--- config.mk ---
export PLATFORM = sky130hd
export DESIGN_NAME = iter_csa_mult
export DESIGN_NICKNAME = d
export VERILOG_FILES = /design/src/rtl/iter_csa_mult_pkg.sv /design/src/rtl/iter_csa_mult_csa_row.sv /design/src/rtl/iter_csa_mult.sv
export SDC_FILE = /design/constraint.sdc
export NUM_CORES = 1
export LEC_CHECK = 0
export CORE_UTILIZATION = 60
export DETAILED_ROUTE_END_ITERATION = 8
export GPL_TIMING_DRIVEN = 0
export PLACE_DENSITY = 0.83
export SLEW_MARGIN = 5
export SYNTH_ARGS = -nofsm -noshare
export SYNTH_HDL_FRONTEND = slang
export SYNTH_SLANG_ARGS = --single-unit
--- constraint.sdc ---
create_clock -name clk -period 4.6 [get_ports clk]
set_input_delay 1.38 -clock clk [delete_from_list [all_inputs] [get_ports clk]]
set_output_delay 1.38 -clock clk [all_outputs]
set_load 0.01 [all_outputs]
--- src/rtl/iter_csa_mult_pkg.sv ---
// mult_pkg: shared types and helpers for the iterative carry-save multiplier.
//   mult_state_t : controller states (IDLE, ITER, RESOLVE, DONE)
//   ceil_div     : integer ceiling division, used to size the iteration count
//   cnt_width    : chunk-counter width, $clog2(NITER+1)
package mult_pkg;

    typedef enum logic [1:0] {
        IDLE    = 2'd0,
        ITER    = 2'd1,
        RESOLVE = 2'd2,
        DONE    = 2'd3
    } mult_state_t;

    localparam int MAX_WIDTH = 64;

    function automatic int ceil_div(input int a, input int b);
        return (a + b - 1) / b;
    endfunction

    function automatic int cnt_width(input int width, input int bpc);
        return $clog2(ceil_div(width, bpc) + 1);
    endfunction

endpackage

--- src/rtl/iter_csa_mult_csa_row.sv ---
// csa_row: combinational 3:2 compressor over a full product-width row.
//   a, b, c : three addends (current sum, current carry, partial-product row)
//   sum     : bitwise sum
//   carry   : majority bits shifted up one place; the bit shifted out of the
//             top is dropped because the final product fits in W bits
module csa_row #(
    parameter int W = 22
) (
    input  logic [W-1:0] a,
    input  logic [W-1:0] b,
    input  logic [W-1:0] c,
    output logic [W-1:0] sum,
    output logic [W-1:0] carry
);

    logic [W-1:0] maj;

    assign maj   = (a & b) | (a & c) | (b & c);
    assign sum   = a ^ b ^ c;
    assign carry = {maj[W-2:0], 1'b0};

endmodule

--- src/rtl/iter_csa_mult.sv ---
// iter_csa_mult: multi-cycle unsigned WIDTH x WIDTH multiplier. BPC multiplier
// bits are retired per cycle into carry-save sum/carry registers, followed by
// one carry-propagate cycle.
//   clk, reset          : clock, synchronous active-high reset
//   in_valid / in_ready : operand handshake (x multiplicand, y multiplier)
//   out_valid/out_ready : result handshake, p = x*y (2*WIDTH bits)
//   busy                : high in ITER or RESOLVE
// Optional build macro ITER_CSA_MULT_EARLY_TERM_EN: leave ITER as soon as the
// unretired multiplier bits are all zero.
//
// state   | meaning
// IDLE    | waiting for operands, in_ready=1
// ITER    | retiring BPC multiplier bits per cycle into sum/carry
// RESOLVE | carry-propagate add sum+carry into p
// DONE    | out_valid=1, p held until out_ready
module iter_csa_mult
    import mult_pkg::*;
#(
    parameter int WIDTH = 11,
    parameter int BPC   = 1
) (
    input  logic                 clk,
    input  logic                 reset,
    input  logic                 in_valid,
    output logic                 in_ready,
    input  logic [WIDTH-1:0]     x,
    input  logic [WIDTH-1:0]     y,
    output logic                 out_valid,
    input  logic                 out_ready,
    output logic [2*WIDTH-1:0]   p,
    output logic                 busy
);

    localparam int NITER = ceil_div(WIDTH, BPC);
    localparam int YW    = NITER * BPC;
    localparam int PW    = 2 * WIDTH;
    localparam int CNT_W = cnt_width(WIDTH, BPC);

    mult_state_t       state, state_d;
    logic [PW-1:0]     mcand_q;
    logic [YW-1:0]     y_q;
    logic [PW-1:0]     sum_q, carry_q;
    logic [CNT_W-1:0]  cnt_q;
    logic              accept;
    logic              last_iter;

    // Multiplicand is pre-shifted by BPC each cycle and y shifted down, so
    // row j of the current chunk is always (mcand_q << j) gated by y_q[j].
    logic [BPC:0][PW-1:0] s_ch, c_ch;

    assign s_ch[0] = sum_q;
    assign c_ch[0] = carry_q;

    for (genvar j = 0; j < BPC; j++) begin : g_row
        logic [PW-1:0] pp;
        assign pp = y_q[j] ? (mcand_q << j) : '0;
        csa_row #(.W(PW)) u_csa (
            .a     (s_ch[j]),
            .b     (c_ch[j]),
            .c     (pp),
            .sum   (s_ch[j+1]),
            .carry (c_ch[j+1])
        );
    end

`ifdef ITER_CSA_MULT_EARLY_TERM_EN
    logic [YW-1:0] y_rest;
    assign y_rest    = y_q >> BPC;
    assign last_iter = (cnt_q == CNT_W'(NITER - 1)) || (y_rest == '0);
`else
    assign last_iter = (cnt_q == CNT_W'(NITER - 1));
`endif

    always_comb begin
        state_d   = state;
        in_ready  = 1'b0;
        out_valid = 1'b0;
        busy      = 1'b0;
        case (state)
            IDLE: begin
                in_ready = 1'b1;
                if (in_valid) state_d = ITER;
            end
            ITER: begin
                busy = 1'b1;
                if (last_iter) state_d = RESOLVE;
            end
            RESOLVE: begin
                busy    = 1'b1;
                state_d = DONE;
            end
            DONE: begin
                out_valid = 1'b1;
                in_ready  = out_ready;
                if (out_ready) state_d = in_valid ? ITER : IDLE;
            end
            default: state_d = IDLE;
        endcase
        if (reset) begin
            in_ready  = 1'b0;
            out_valid = 1'b0;
            busy      = 1'b0;
        end
    end

    assign accept = in_valid && in_ready;

    always_ff @(posedge clk) begin
        if (reset) begin
            state   <= IDLE;
            p       <= '0;
            mcand_q <= '0;
            y_q     <= '0;
            sum_q   <= '0;
            carry_q <= '0;
            cnt_q   <= '0;
        end else begin
            state <= state_d;
            if (accept) begin
                mcand_q <= {{WIDTH{1'b0}}, x};
                y_q     <= YW'(y);
                sum_q   <= '0;
                carry_q <= '0;
                cnt_q   <= '0;
            end else if (state == ITER) begin
                sum_q   <= s_ch[BPC];
                carry_q <= c_ch[BPC];
                mcand_q <= mcand_q << BPC;
                y_q     <= y_q >> BPC;
                cnt_q   <= cnt_q + 1'b1;
            end else if (state == RESOLVE) begin
                p <= sum_q + carry_q;
            end
        end
    end

endmodule

# After elaboration in Yosys (flattened, before gate mapping)
# Index checks and enable logic that the tools add are counted.
# W data, S select, Z words.
dict set report totals {
  regBits 104
  input_bits 26
  output_inout_bits 25
  wordCells 49
}
dict set report classes {
  add_sub_neg 2
  n_eq_ne 7
  mux 16
  bitwise 9
  reduce_logical 7
}
# cell count
set op_table {}
lappend op_table {{$and A21 B21 Y21} 3}
lappend op_table {{$mux W11} 4}
lappend op_table {{$xor A22 B22 Y22} 2}
lappend op_table {{$or A21 B21 Y21} 2}
lappend op_table {{$add A22 B22 Y22} 1}
lappend op_table {{$mux W22} 1}
lappend op_table {{$pmux W2 S4} 1}
lappend op_table {{$mux W1} 6}
lappend op_table {{$mux W2} 3}
lappend op_table {{$ne A2 B2 Y1 const B} 3}
lappend op_table {{$reduce_and A3 Y1} 2}
lappend op_table {{$add A4 B1 Y4 const B} 1}
lappend op_table {{$eq A2 B2 Y1 const B} 2}
lappend op_table {{$eq A4 B4 Y1 const B} 1}
lappend op_table {{$reduce_or A2 Y1} 2}
lappend op_table {{$eq A2 B1 Y1 const B} 1}
lappend op_table {{$logic_not A2 Y1} 1}
lappend op_table {{$not A1 Y1} 2}
lappend op_table {{$pmux W1 S2} 1}
lappend op_table {{$reduce_bool A2 Y1} 1}
lappend op_table {{$logic_and A1 B1 Y1} 1}

# Depth between registers and ports, before layout
# Gate-level depths: netlist of run 1.
dict set report logic_depth {
  word_depth 6
  mapped_depth 9
  ltp_nobuf 8
}

# Modules after synthesis
# Synthesis of run 1 repeated with hierarchy kept, for this count alone.
dict set report unflattened {
  hier_cells 613
  area_unflattened_um2 5786.8
}
# module n_inst cells_per_inst area_each_um2 seq_area_each_um2
set by_module_without_submodules {}
lappend by_module_without_submodules {iter_csa_mult 1 589 5331.4 2102.0}
lappend by_module_without_submodules {csa_row 1 24 455.4 0.0}

# Worst setup path before layout of run 1
# Ideal clock, no wire load.
dict set report synth_timing {
  path_type {input-to-output}
  start {input reset}
  end {output busy}
  t_arrival_ns 1.989
  t_required_ns 3.220
  path_slack_ns 1.231
  cell_stages 3
  path_buffers 2
  cell_sequence {clkbuf_1 -> clkbuf_1 -> nor2b_1}
}
dict set report synth_between {
  elab_chain_cells 1
}
# item line
set synth_rtl {}
lappend synth_rtl {{start: declaration} iter_csa_mult.sv:23} ;# input logic reset,
lappend synth_rtl {{$mux W1} iter_csa_mult.sv:99} ;# if (reset) begin
lappend synth_rtl {{end: declaration} iter_csa_mult.sv:31} ;# output logic busy
# Every way passes these cells.

# Worst setup path in the final report of run 1
dict set report layout_timing {
  start {input reset}
  end {output out_valid}
}
dict set report layout_between {
  elab_chain_cells 1
}
# item line
set layout_rtl {}
lappend layout_rtl {{$mux W1} iter_csa_mult.sv:99}
lappend layout_rtl {{end: declaration} iter_csa_mult.sv:28} ;# output logic out_valid,
# Every way passes these cells.

==> flow_summary.ini, run 1 <==
[final_layout]
drive_above_1_share_pct = 5.66
fillers = 663
area_growth_pct = 15.0
final_nets = 723
num_antenna_cells = 0

[clock_tree]
hold_buffers = 0
cts_tree = yes
cts_num_sinks = 104
cts_root_buf = clkbuf_8
numCtsBuffers = 9
cts-resized-gates = 2
cts_buffer_depth = 2
clk_pin_slew_ns = 0.10
clkLatencyLatePin_ns = 0.37
post-cts-setup-buffers = 0
h-tree-depth = 3

[timing]
rsz0062_at_grt = false
fin_crit_sh_pct = 91.4
fmax_ghz = 0.238
tns_ns = 0
whs_ns = 0.457
setup_viol = 0
max_slew.worst_pin.slew_ns = 0.758
period_needed_ns = 4.20
slew_viol_final = 0
skew_ns = 0.0169
slew_headroom_pct = 49.5
hold_viol = 0

[drt]
dr.pass1.iters = 4
via_count = 4423
ant_nets = 0
drc_errors = 0
drt_iter0_drc = 214
wirelength_um = 12200
wl_per_cell_um = 16.0
vias_per_cell = 5.80

[yosys]
synth_seq_cells = 104
synth-edff-count = 0
ys_seq_area_share_pct = 37.0
yosys.area.top_type = dfxtp_1
ys_warn_count = 0
synth.area.top_cells = dfxtp_1 (37%), mux2i_1 (13%), fa_1 (7.5%), nor2_1 (6.3%), ha_1 (6.0%)
synth_nets = 662
syn_inst = 588
synth.distinct_cells = 61
synthArstFlopShare_pct = 0
syn_avg_cell_area_um2 = 9.56
synth_top_area_share_pct = 37.0
yosys_most_used_dff = dfxtp_1
syn_area_mm2 = 0.00562

[pwr]
power_density_mw_per_mm2 = 385
p_leak_nw = 2.64
design_power_total_mw = 2.49
ir_drop_mv = 0.336

[worst_setup_path]
ff2ff_path_depth = 8
reg2reg_slack_ns = 2.03
cp-start-kind = input pin
arrival_ns = 2.82
worstReg2RegEnd = p[15]
worst-setup-path-type = in2out
r2r-start = carry_q[1]
end_kind = output port
cp_max_fo = 10
required_ns = 3.22

[worst_hold_path]
hold-path-endpoint = p[19]
min_path_type = reg2reg
whs_path_depth = 2
hold_path_startpoint = p[19]

[global_route]
gr-usage-all-layers_pct = 27.0
grt_pass1_wl_um = 20700
grt_antenna_before_repair = 0
grt_pass1_vias = 4304
grt_max_degree = 18
grt_overflow = 0

[placed_design]
io_buffers = 50
gp_congestion = 0.835
hpwlAfterDp_um = 9210

[die]
initial_core_util_pct = 63.2
boundaryPins = 51
fp.dieW_um = 98.8
fp.dieH_um = 98.8
dieArea_mm2 = 0.00976
core_area_mm2 = 0.00889
rows = 34

[status]
status = finished clean

[job]
max-cap-violations = 0
==> routing by layer <==
metal	up-vias	routed length [µm]	part of all wire (%)	global-route usage [%]
li1	2206	-	-	-
met1	2081	5670	46	36.4
met2	119	5700	47	44.5
met5	-	0	0	0
met4	0	203	1.7	9.76
met3	17	639	5.2	3.40
==> critical path, cell delays in order <==
cell and delay (ns):
dlymetal6s2s_1 0.30, clkbuf_2 0.28, clkbuf_2 0.29, nor2b_1 0.08
clkdlybuf4s50_1 0.48
==> logic make-up after synthesis <==
logic type               share of synthesized area, %
XOR/XNOR                                         2.49
AND/OR/NAND/NOR                                  17.1
flip-flops                                       37.0
AO/OA/AOI/OAI                                    13.6
adder cells (fa/ha/maj)                          13.5
buffers and inverters                            3.18
multiplexers                                     13.0
==> layout make-up <==
cell class | instances | area, µm² | area share, %
timing repair buffer | 50 | 503 | 7.78
clock inverter | 5 | 62.6 | 0.968
buffer | 35 | 151 | 2.34
multi-input combinational | 441 | 3360 | 52.0
sequential | 104 | 2080 | 32.2
tap | 108 | 135 | 2.09
inverter | 8 | 30.0 | 0.464
clock buffer | 11 | 141 | 2.19
==> where the power goes <==
group	leakage [nW]	internal (mW)	switching, mW
Clock	0.0966	0.271	0.321
Sequential	0.841	0.986	0.0654
Combinational	1.70	0.357	0.492
Total	2.64	1.61	0.878
==> layout by cell type (no fill, tap or decap), drive strengths merged, types with 3 or more instances in the layout <==
cell type,Yosys,final
dfxtp,104,104
nor2,95,95
mux2i,73,73
clkdlybuf4s50,0,49
clkbuf,25,36
nand2,31,31
ha,27,27
a211oi,25,25
a21oi,24,24
and2,23,23
fa,21,21
a21o,10,10
inv,8,10
buf,10,10
o21ai,9,9
xor2,8,8
xnor2,8,8
a31oi,8,8
nand3b,7,7
nand3,7,7
nand4,5,5
and3,4,4
o211ai,4,4
nor3b,4,4
o31ai,4,4
nor3,4,4
nor2b,3,3
or4,3,3
o2111ai,3,3
a221oi,3,3
==> sequential cells by signal, indices dropped and copies added (netlist names) <==
name and flops:
state 2, sum_q 22, y_q 11, p 22, carry_q 21, cnt_q 4
mcand_q 22
==> through the flow <==
| stage | utilization [%] | setup slack (ns) | cell area (µm²) | instances |
|---|---|---|---|---|
| floorplan | - | 1.23 | 5620 | 588 |
| detailed placement | 70.4 | -0.250 | 6260 | 746 |
| CTS | 72.7 | 0.0303 | 6460 | 762 |
| global placement | 70.4 | -0.218 | 6260 | 746 |
| finish | 72.7 | 0.396 | 6460 | 762 |
| global route | 72.7 | 0.297 | 6460 | 762 |
==> how the worst max path moves through the flow <==
stage / to / slack [ns] / cells after the start / from
after global routing: busy / 0.30 / 5 / reset
after detailed placement: busy / -0.25 / 5 / reset
after global placement: busy / -0.22 / 5 / reset
final: out_valid / 0.40 / 5 / reset
after floorplan: busy / 1.23 / 3 / reset
after CTS: busy / 0.03 / 5 / reset
==> cells in the mapped netlist (3+ instances only) <==
cell type	instances
o211ai_1	4
a21oi_1	24
buf_1	4
inv_1	8
xor2_1	8
o31ai_1	4
and2_1	23
nor2_1	95
nor2b_1	3
nand3b_1	6
dfxtp_1	104
nand4_1	5
buf_2	4
nor3_1	4
nand2_1	31
fa_1	21
o21ai_0	8
and3_1	4
nor3b_1	4
nand3_1	6
ha_1	27
or4_1	3
mux2i_1	73
a211oi_1	25
a21o_1	10
xnor2_1	8
clkbuf_1	24
a31oi_1	8
No activity file was read; power rests on OpenSTA's default activity.
==> run 2: changes to the inputs <==
--- a/config.mk
+++ b/config.mk
@@ -7,6 +7,7 @@
 export LEC_CHECK = 0
 export CORE_UTILIZATION = 60
 export DETAILED_ROUTE_END_ITERATION = 8
+export GPL_ROUTABILITY_DRIVEN = 0
 export GPL_TIMING_DRIVEN = 0
 export PLACE_DENSITY = 0.83
 export SLEW_MARGIN = 5
==> flow_summary.ini, run 2 (same netlist as run 1, synthesis figures left out) <==
[worst_setup_path]
r2r-start = carry_q[1]
cp_max_fo = 10
end_kind = output port
path_cells = dlymetal6s2s_1 > clkbuf_2 > clkbuf_2 > nor2b_1 > clkdlybuf4s50_1
path_common_cell = clkbuf_2
worst-setup-path-type = in2out
critPathSlowestCell = clkdlybuf4s50_1
required_ns = 3.22
cp-start-kind = input pin
cpPeakStageDelay_ns = 0.48
critPathLaunch = reset
arrival_ns = 2.83

[clock_tree]
cts_root_buf = clkbuf_8
h-tree-depth = 3
post-cts-setup-buffers = 0
clk_pin_slew_ns = 0.10
cts_buffer_depth = 2
clkLatencyLatePin_ns = 0.38
cts_num_sinks = 104
numCtsBuffers = 9
cts_tree = yes

[pwr]
p_leak_nw = 2.64
design_power_total_mw = 2.46
power_density_mw_per_mm2 = 381
ir_drop_mv = 0.477

[timing]
whs_ns = 0.457
slew_headroom_pct = 47.7
setup_viol = 0
period_needed_ns = 4.21
hold_viol = 0
fin_ws_ns = 0.385
tns_ns = 0
skew_ns = 0.0115
slew_viol_final = 0
fmax_ghz = 0.237
fin_crit_sh_pct = 91.6
max_slew.worst_pin.slew_ns = 0.785
rsz0062_at_grt = false

[final_layout]
final_cell_mix = dfxtp_1 (104), nor2_1 (95), mux2i_1 (73), clkdlybuf4s50_1 (49), nand2_1 (31)
area.sequential_mm2 = 0.00208
num_antenna_cells = 0
biggestRegsByFlops = mcand_q: 22 flops, p: 22 flops, sum_q: 22 flops
final_nets = 723
area_growth_pct = 14.8
post-route-util_pct = 72.6
fin_area_mm2 = 0.00645
drive_above_1_share_pct = 5.81
final_common_cell = dfxtp_1
multi_input_area_mm2 = 0.00336
instances_no_fill = 762
fillers = 668

[die]
fp.dieW_um = 98.8
rows = 34
initial_core_util_pct = 63.2
boundaryPins = 51
dieArea_mm2 = 0.00976
fp.dieH_um = 98.8
core_area_mm2 = 0.00889

[drt]
drt_iter0_drc = 158
ant_nets = 0
wl_per_cell_um = 16.2
drc_errors = 0
wirelength_um = 12300
vias_per_cell = 5.88
via_count = 4482
dr.pass1.iters = 5

[placed_design]
hpwlAfterDp_um = 9220
placedInstanceArea_mm2 = 0.00626
place_ws_ns = -0.253
dpl.cell_count = 746
io_buffers = 50

[worst_hold_path]
hold_path_startpoint = p[9]
min_path_type = reg2reg

[status]
status = finished clean

[global_route]
grt_max_degree = 20
grt_antenna_before_repair = 0
grt_overflow = 0
gr-usage-all-layers_pct = 27.2
grt_pass1_wl_um = 21000
grt_pass1_vias = 4499

[job]
max-cap-violations = 0
[run 2: power breakdown]
| part | switching (mW) | internal, mW |
|---|---|---|
| logic | 0.496 | 0.357 |
| registers | 0.0647 | 0.986 |
| clock network | 0.348 | 0.208 |
[run 2: final cells by class]
type | instances | area share, %
Clock inverter | 7 | 1.03
Clock buffer | 9 | 1.92
Tap cell | 108 | 2.09
Sequential cell | 104 | 32.3
Buffer | 35 | 2.35
Inverter | 8 | 0.465
Multi-Input combinational cell | 441 | 52.1
Timing Repair Buffer | 50 | 7.80
[run 2: worst max-delay path: cells and delay by family]
family	cells	cell delay [ns]
buffers and inverters	4	1.36
AND/OR/NAND/NOR	1	0.09
[run 2: metal layers]
metal / part of all wire [%] / vias up / global-route usage, %
met4: 1.6 / 0 / 10.7
met2: 47 / 118 / 45.9
met5: 0 / - / 0
li1: - / 2197 / -
met3: 4.3 / 21 / 3.33
met1: 47 / 2146 / 35.7
[run 2: path summary, 6_finish.rpt]
check,endpoint,depth (start not counted),slack (ns)
setup / recovery,busy,5,0.39
hold / removal,p[9],2,0.46
setup reg to reg,p[21],8,1.99
hold reg to reg,p[9],2,0.46
[run 2: timing repair]
action | in CTS | in global routing
endpoints found under the setup margin | 2 | 2
pin swaps | 0 | 0
hold buffers | 0 | 0
resized for setup | 2 | 1
==> run 3: changes to the inputs <==
--- a/config.mk
+++ b/config.mk
@@ -5,11 +5,13 @@
 export SDC_FILE = /design/constraint.sdc
 export NUM_CORES = 1
 export LEC_CHECK = 0
+export CORE_MARGIN = 2
 export CORE_UTILIZATION = 60
 export DETAILED_ROUTE_END_ITERATION = 8
 export GPL_ROUTABILITY_DRIVEN = 0
 export GPL_TIMING_DRIVEN = 0
 export PLACE_DENSITY = 0.83
+export SETUP_SLACK_MARGIN = 0.02
 export SLEW_MARGIN = 5
 export SYNTH_ARGS = -nofsm -noshare
 export SYNTH_HDL_FRONTEND = slang
==> flow_summary.ini, run 3 (same netlist as run 1, synthesis figures left out) <==
[status]
status = finished clean

[die]
rows = 35
dieArea_mm2 = 0.0102
core_area_mm2 = 0.00915
fp.dieW_um = 101
initial_core_util_pct = 61.4
fp.dieH_um = 101
boundaryPins = 51

[global_route]
grt_pass1_vias = 4386
grt_max_degree = 19
grt_pass1_wl_um = 20800
gr-usage-all-layers_pct = 25.9
grt_antenna_before_repair = 0
grt_overflow = 0

[clock_tree]
clkLatencyLatePin_ns = 0.38
cts-resized-gates = 3
post-cts-setup-buffers = 0
cts_buffer_depth = 2
numCtsBuffers = 9
cts_num_sinks = 104
cts_tree = yes
cts_root_buf = clkbuf_8
h-tree-depth = 3
hold_buffers = 0
clk_pin_slew_ns = 0.10

[placed_design]
dpl.cell_count = 749
placedInstanceArea_mm2 = 0.00626
hpwlAfterDp_um = 9310
io_buffers = 50

[timing]
setup_viol = 0
max_slew.worst_pin.slew_ns = 0.790
rsz0062_at_grt = false
fmax_ghz = 0.230
skew_ns = 0.0109
period_needed_ns = 4.36
slew_headroom_pct = 47.3
slew_viol_final = 0
fin_crit_sh_pct = 94.7
whs_ns = 0.455
hold_viol = 0
tns_ns = 0

[drt]
vias_per_cell = 5.90
via_count = 4514
wirelength_um = 12700
drc_errors = 0
wl_per_cell_um = 16.5
dr.pass1.iters = 5
ant_nets = 0
drt_iter0_drc = 133

[final_layout]
final_cell_mix = dfxtp_1 (104), nor2_1 (95), mux2i_1 (73), clkdlybuf4s50_1 (49), nand2_1 (31)
num_antenna_cells = 0
biggestRegsByFlops = mcand_q: 22 flops, p: 22 flops, sum_q: 22 flops
fin_area_mm2 = 0.00645
fillers = 692
final_nets = 723
instances_no_fill = 765
final_common_cell = dfxtp_1
drive_above_1_share_pct = 5.81
area_growth_pct = 14.8

[worst_setup_path]
r2r-start = state[0]
ff2ff_path_depth = 8
worst-setup-path-type = in2out
cp-start-kind = input pin
cp_max_fo = 10
endpoint = busy
reg2reg_slack_ns = 2.03
arrival_ns = 2.98
end_kind = output port
worstReg2RegEnd = sum_q[7]
required_ns = 3.22
critPathLaunch = reset

[pwr]
p_leak_nw = 2.62
ir_drop_mv = 0.335
power_density_mw_per_mm2 = 382
design_power_total_mw = 2.46

[worst_hold_path]
min_path_type = reg2reg

[job]
max-cap-violations = 0
run 3: cell count changes in the layout (fill, tap and decap cells not counted):
cell            previous run  this run
dlygate4sd2_1              0         1
clkinv_4                   2         0
clkbuf_8                   9        10
clkinv_2                   1         0
inv_6                      1         2
clkinvlp_4                 1         3
clkinv_8                   1         0
dlymetal6s2s_1             1         0
run 3: cell type report:
cell class,instances,area [µm²],share of cell area [%]
flip-flops and latches,104,2080,32.3
plain buffers,35,151,2.35
multi-input cells,441,3360,52.1
clock buffers,10,138,2.13
well taps,111,139,2.15
inverters,8,30.0,0.466
repair buffers,50,499,7.74
clock inverters,6,51.3,0.795
run 3: how the worst min path moves through the flow:
stage | cells past startpoint | start | to
after floorplan | 2 | sum_q[0] | p[0]
after global placement | 2 | p[17] | p[17]
after detailed placement | 2 | p[4] | p[4]
after CTS | 2 | p[7] | p[7]
after global routing | 2 | p[6] | p[6]
final | 2 | p[7] | p[7]
run 3: worst max-delay path, stage by stage:
cell and delay, ns:
dlygate4sd2_1 0.43, clkbuf_2 0.29, clkbuf_2 0.30, nor2b_1 0.09, clkdlybuf4s50_1 0.49
run 3: stage by stage:
stage	setup slack, ns	utilization [%]
2_1_floorplan	1.23	-
3_3_place_gp	-0.214	68.4
3_5_place_dp	-0.285	68.4
4_1_cts	0.270	70.5
5_1_grt	0.190	70.5
6_report	0.244	70.5
run 3: where the power goes:
group	internal, mW	switching [mW]	total (mW)
registers	0.986	0.0639	1.05
logic	0.358	0.498	0.856
clock network	0.219	0.337	0.556
total	1.56	0.899	2.46
run 3: layer usage:
| layer | GRT usage [%] | part of all wire, % | vias to the layer above |
|---|---|---|---|
| met5 | 0 | 0 | - |
| met4 | 9.59 | 2.0 | 0 |
| met3 | 3.47 | 4.2 | 23 |
| met2 | 43.2 | 48 | 119 |
| met1 | 34.5 | 46 | 2172 |
| li1 | - | - | 2200 |
==> RTL change 1, RTL diff (settings of run 2) <==
Encoding of `mult_state_t`: now Gray code (2 bits for 4 states).
--- a/src/rtl/iter_csa_mult_pkg.sv
+++ b/src/rtl/iter_csa_mult_pkg.sv
@@ -7,6 +7,6 @@
     typedef enum logic [1:0] {
-        IDLE    = 2'd0,
-        ITER    = 2'd1,
-        RESOLVE = 2'd2,
-        DONE    = 2'd3
+        IDLE    = 2'b00,
+        ITER    = 2'b01,
+        RESOLVE = 2'b11,
+        DONE    = 2'b10
     } mult_state_t;
Formal check against the unedited RTL: same outputs for any inputs over 10 cycles, from zero or initial values and one cycle with reset high; not proved beyond that.
==> RTL change 1 against run 2 <==
  * Sequential cell count unchanged
  * Maximum frequency decreased by 0.18%
  * Non-clock buffer count increased by 6
  * Cell area decreased by 2.7%
  * Worst setup slack got worse by 0.0078 ns
  * Routed wire length increased by 4.1%
  * Critical path type unchanged
  * Area after synthesis decreased by 3.6%
Power is not compared: it rests on default switching activity, and its combinational part moved more than twofold at a synthesized area within 25%.
==> RTL change 1: results (changes against run 2) <==
Setup path
  – Critical path launch point: out_ready
  – R2R setup slack: 2.19 ns (+0.20 ns)
  – Crit path to: in_ready
  – Max FO, Critical Path: 3 (-7)
  – Crit path DAT: 2.84 ns (about the same)
  – Crit path largest cell delay: 0.61 ns (+0.13 ns)
  – R2R Path Start: carry_q[1]
  – Worst path top cell family by delay: buffers and inverters
  – Worst R2R End: p[17]

Layout
  – Clk_buf instances: 11 (+2)
  – Sequential cell area share: 33.2% (+0.88 points)
  – Layout cell share with drive strength beyond 1: 4.12% (-1.7 points)
  – Final std cells w/o fill: 837 (+9.8%)
  – Multi-input combinational area share: 50.0% (-2.1 points)
  – Final Cell Area: 6280 um2 (-2.7%)
  – Non-clock inverters: 7 (-1)
  – Total Nets Final: 794 (+9.8%)
  – Sequential cells: 104 (unchanged)
  – Non-clk buf share: 10.8% (+0.64 points)
  – Largest regs: mcand_q x22, p x22, sum_q x22
  – Comb_multi_in: 511 (+16%)
  – Clock-cell share of area: 3.51% (+0.56 points)
  – Non-clk bufs: 91 (+7.1%)

Place
  – Placed Cells: 822 (+10%)
  – Pre-CTS setup slack: -0.260 ns (-0.00748 ns)
  – Cell Area, Placed: 6060 um2 (-3.2%)
  – DP HPWL: 9570 um (+3.8%)

Drt
  – Drt pass-1 iters: 6 (+1)
  – M1 WL: 5780 um (-0.21%)
  – Met3 wire length: 728 um (+36%)
  – Initial drt markers: 383 (+140%)
  – Routed vias: 4881 (+8.9%)
  – DR WL met2: 6070 um (+4.2%)
  – WL final: 12900 um (+4.1%)

GRT
  – Largest net degree at the start of global routing: 17 (-15%)
  – Met3 GRT Util: 3.97% (+0.64 points)
  – GRT Total Usage: 28.3% (+1.1 points)
  – GR Util met1: 37.0% (+1.3 points)
  – Vias in the first global route: 4710 (+4.7%)
  – Met2 usage: 48.0% (+2.2 points)
  – Global-route wire length before repair: 21800 um (+3.7%)

Synthesis
  – Avg Cell Area, Syn: 8.16 um2 (-15%)
  – Top post-synthesis cells by area: dfxtp_1 (38%), nand2_1 (12%), a21oi_1 (8.5%)
  – Synthesized Nets: 734 (+11%)
  – Post-synthesis sequential area ratio: 38.4% (+1.4 points)
  – Unique masters post-synth: 56 (-8.2%)
  – Commonest cells post-synth: nand2_1 (177), dfxtp_1 (104), a21oi_1 (92), nor2_1 (36), clkbuf_1 (32)

Worst hold path
  – WHS Path Cells: 2 (unchanged)
  – Worst hold endpoint: p[10]
  – Min-Delay Startpoint: p[10]

Power
  – Worst vdd ir: about 190 uV
  – Sequential power: roughly 940 uW

Timing
  – Fin crit share: 91.8% (+0.17 points)
  – WHS: 0.458 ns (+0.00113 ns)
  – Least-Margin Pin Slew: 0.608 ns (-0.178 ns)
  – Layout Skew: 0.0149 ns (+0.00332 ns)

Clock network
  – CTS buffer count: 9 (unchanged)
  – Setup Fix Bufs, Post-CTS: 0 (unchanged)
  – Clk buf depth: 2 (unchanged)

Run status
  – Status: complete, no violations
## RTL change 1: cell types whose count changed after synthesis, sizes merged, moves of 4 or more
cell / before / now
clkbuf: 25 / 32
a22oi: 0 / 9
nor2: 95 / 36
a311oi: 2 / 12
nand2: 31 / 177
a21o: 10 / 3
a211oi: 25 / 6
a31oi: 8 / 2
ha: 27 / 23
mux2i: 73 / 2
o21ai: 9 / 20
a21oi: 24 / 93
## RTL change 1: repair_timing
item | in CTS | in global routing
setup endpoints to repair | 2 | 3
pin swaps | 0 | 0
resized for setup | 3 | 1
## RTL change 1: cell families (layout without fill, tap and decap cells)
group / count (synthesis) / after routing / synth area share [%]
AND/OR/NAND/NOR: 281 / 281 / 22.7
AO/OA/AOI/OAI: 169 / 169 / 19.4
flip-flops: 104 / 104 / 38.4
adder cells (fa/ha/maj): 44 / 44 / 13.1
XOR/XNOR: 15 / 15 / 2.42
buffers and inverters: 49 / 114 / 3.67
multiplexers: 2 / 2 / 0.369
==> RTL change 2, RTL diff (settings of run 2) <==
Without the edit above. Build with the macro `ITER_CSA_MULT_EARLY_TERM_EN` defined.
--- a/src/rtl/iter_csa_mult.sv
+++ b/src/rtl/iter_csa_mult.sv
@@ -15,2 +15,4 @@
 // DONE    | out_valid=1, p held until out_ready
+`define ITER_CSA_MULT_EARLY_TERM_EN
+
 module iter_csa_mult
Behaviour: not the same (Yosys sat finds a counterexample within 4 cycles, from zero or initial values and one cycle with reset high).
==> RTL change 2 against run 2 <==
  * Synthesized cell count grew 1.7%
  * Cell area up 0.64%
  * Sequential cell count did not move
  * Worst setup slack worse by 0.19 ns
  * Global-route usage is 0.34 points higher
  * Critical path depth is the same
  * Clock power rose by 19%
  * Maximum frequency decreased by 4.3%
  * Total power rose by 3.5%
  * Routed wire length is 2.3% higher
  * Area after synthesis increased by 0.20%
  * First-iteration DRC count increased by 80%
  * Largest power group unchanged
  * Highest routed layer unchanged
==> RTL change 2: results (changes against run 2) <==
Timing
  – WHS: 0.453 ns (-0.00317 ns)
  – Fin crit share: 95.8% (+4.1 points)
  – Least-Margin Pin Slew: 0.797 ns (+0.0114 ns)
  – Layout Skew: 0.0109 ns (-0.000631 ns)

Drt
  – WL final: 12600 um (+2.3%)
  – Routed vias: 4516 (+0.76%)
  – Met3 wire length: 709 um (+32%)
  – DR WL met2: 6120 um (+5.1%)
  – M1 WL: 5670 um (-2.1%)
  – Initial drt markers: 285 (+80%)

Place
  – Cell Area, Placed: 6260 um2 (about the same)
  – Pre-CTS setup slack: 0.209 ns (+0.462 ns)
  – Port buffer count: 49 (-2.0%)
  – DP HPWL: 9630 um (+4.4%)
  – Placed Cells: 755 (+1.2%)

GRT
  – GR Util met1: 35.1% (-0.59 points)
  – Vias in the first global route: 4381 (-2.6%)
  – Busiest grt layer: met2
  – Met3 GRT Util: 6.17% (+2.8 points)
  – GRT Total Usage: 27.5% (+0.34 points)
  – Met2 usage: 46.5% (+0.65 points)
  – Largest net degree at the start of global routing: 19 (-5.0%)
  – Global-route wire length before repair: 21000 um (+0.13%)

Layout
  – Total Nets Final: 732 (+1.2%)
  – Layout cell share with drive strength beyond 1: 5.43% (-0.38 points)
  – Final std cells w/o fill: 771 (+1.2%)

Setup path
  – Worst R2R End: p[19]
  – Crit path DAT: 3.03 ns (+0.20 ns)
  – Slowest-stage cell, CP: clkbuf_1
  – Crit path to: in_ready
  – R2R setup slack: 1.83 ns (-0.16 ns)
  – Max FO, Critical Path: 10 (unchanged)
  – Crit path largest cell delay: 0.52 ns (+0.04 ns)
  – Worst R2R Path Depth: 8 (unchanged)

Synthesis
  – Synthesized Nets: 672 (+1.5%)
  – Commonest cells post-synth: dfxtp_1 (104), nor2_1 (101), mux2i_1 (73), nand2_1 (35), a21oi_1 (30)
  – Unique masters post-synth: 55 (-9.8%)
  – Synth Instances: 598 (+1.7%)
  – Top post-synthesis cells by area: dfxtp_1 (37%), mux2i_1 (13%), fa_1 (7.5%)
  – Post-synthesis sequential area ratio: 37.0% (-0.074 points)

Power
  – Sw frac: 35.1% (-1.8 points)
  – Worst vdd ir: 253 uV (-47%)
  – Leakage power total: 2.60 nW (-1.3%)
  – P_clk: 659 uW (+19%)
  – Pint: 1.65 mW (+6.5%)

Clock network
  – Post-CTS Resized: 0 (-2)
  – H-tree levels: 3 (unchanged)

Worst hold path
  – Worst hold endpoint: p[7]
  – Min-Delay Startpoint: p[7]

Run status
  – Status: complete, no violations
==> RTL change 2: cell count changes after synthesis, moves of 4 or more <==
| cell | delta |
|---|---|
| nand2_1 | +4 |
| and3_1 | -4 |
| a21oi_1 | +6 |
| nor2_1 | +6 |
| a32o_1 | +4 |
| a31oi_1 | -6 |
| o31ai_1 | -4 |
==> RTL change 2: kinds of logic (layout without fill, tap and decap cells) <==
logic type,after synthesis,after routing,share of synthesized area (%)
buffers and inverters,43,108,3.29
AO/OA/AOI/OAI,118,118,14.6
AND/OR/NAND/NOR,197,197,16.3
adder cells (fa/ha/maj),48,48,13.5
flip-flops,104,104,37.0
XOR/XNOR,15,15,2.33
multiplexers,73,73,13.0
==> RTL change 2: final cells by class <==
class	count	area (um2)
Buffer	35	155
Multi-Input combinational cell	451	3360
Clock buffer	10	138
Tap cell	108	135
Clock inverter	6	97.6
Timing Repair Buffer	49	490
Fill cell	679	2400
Sequential cell	104	2080
Inverter	8	30.0
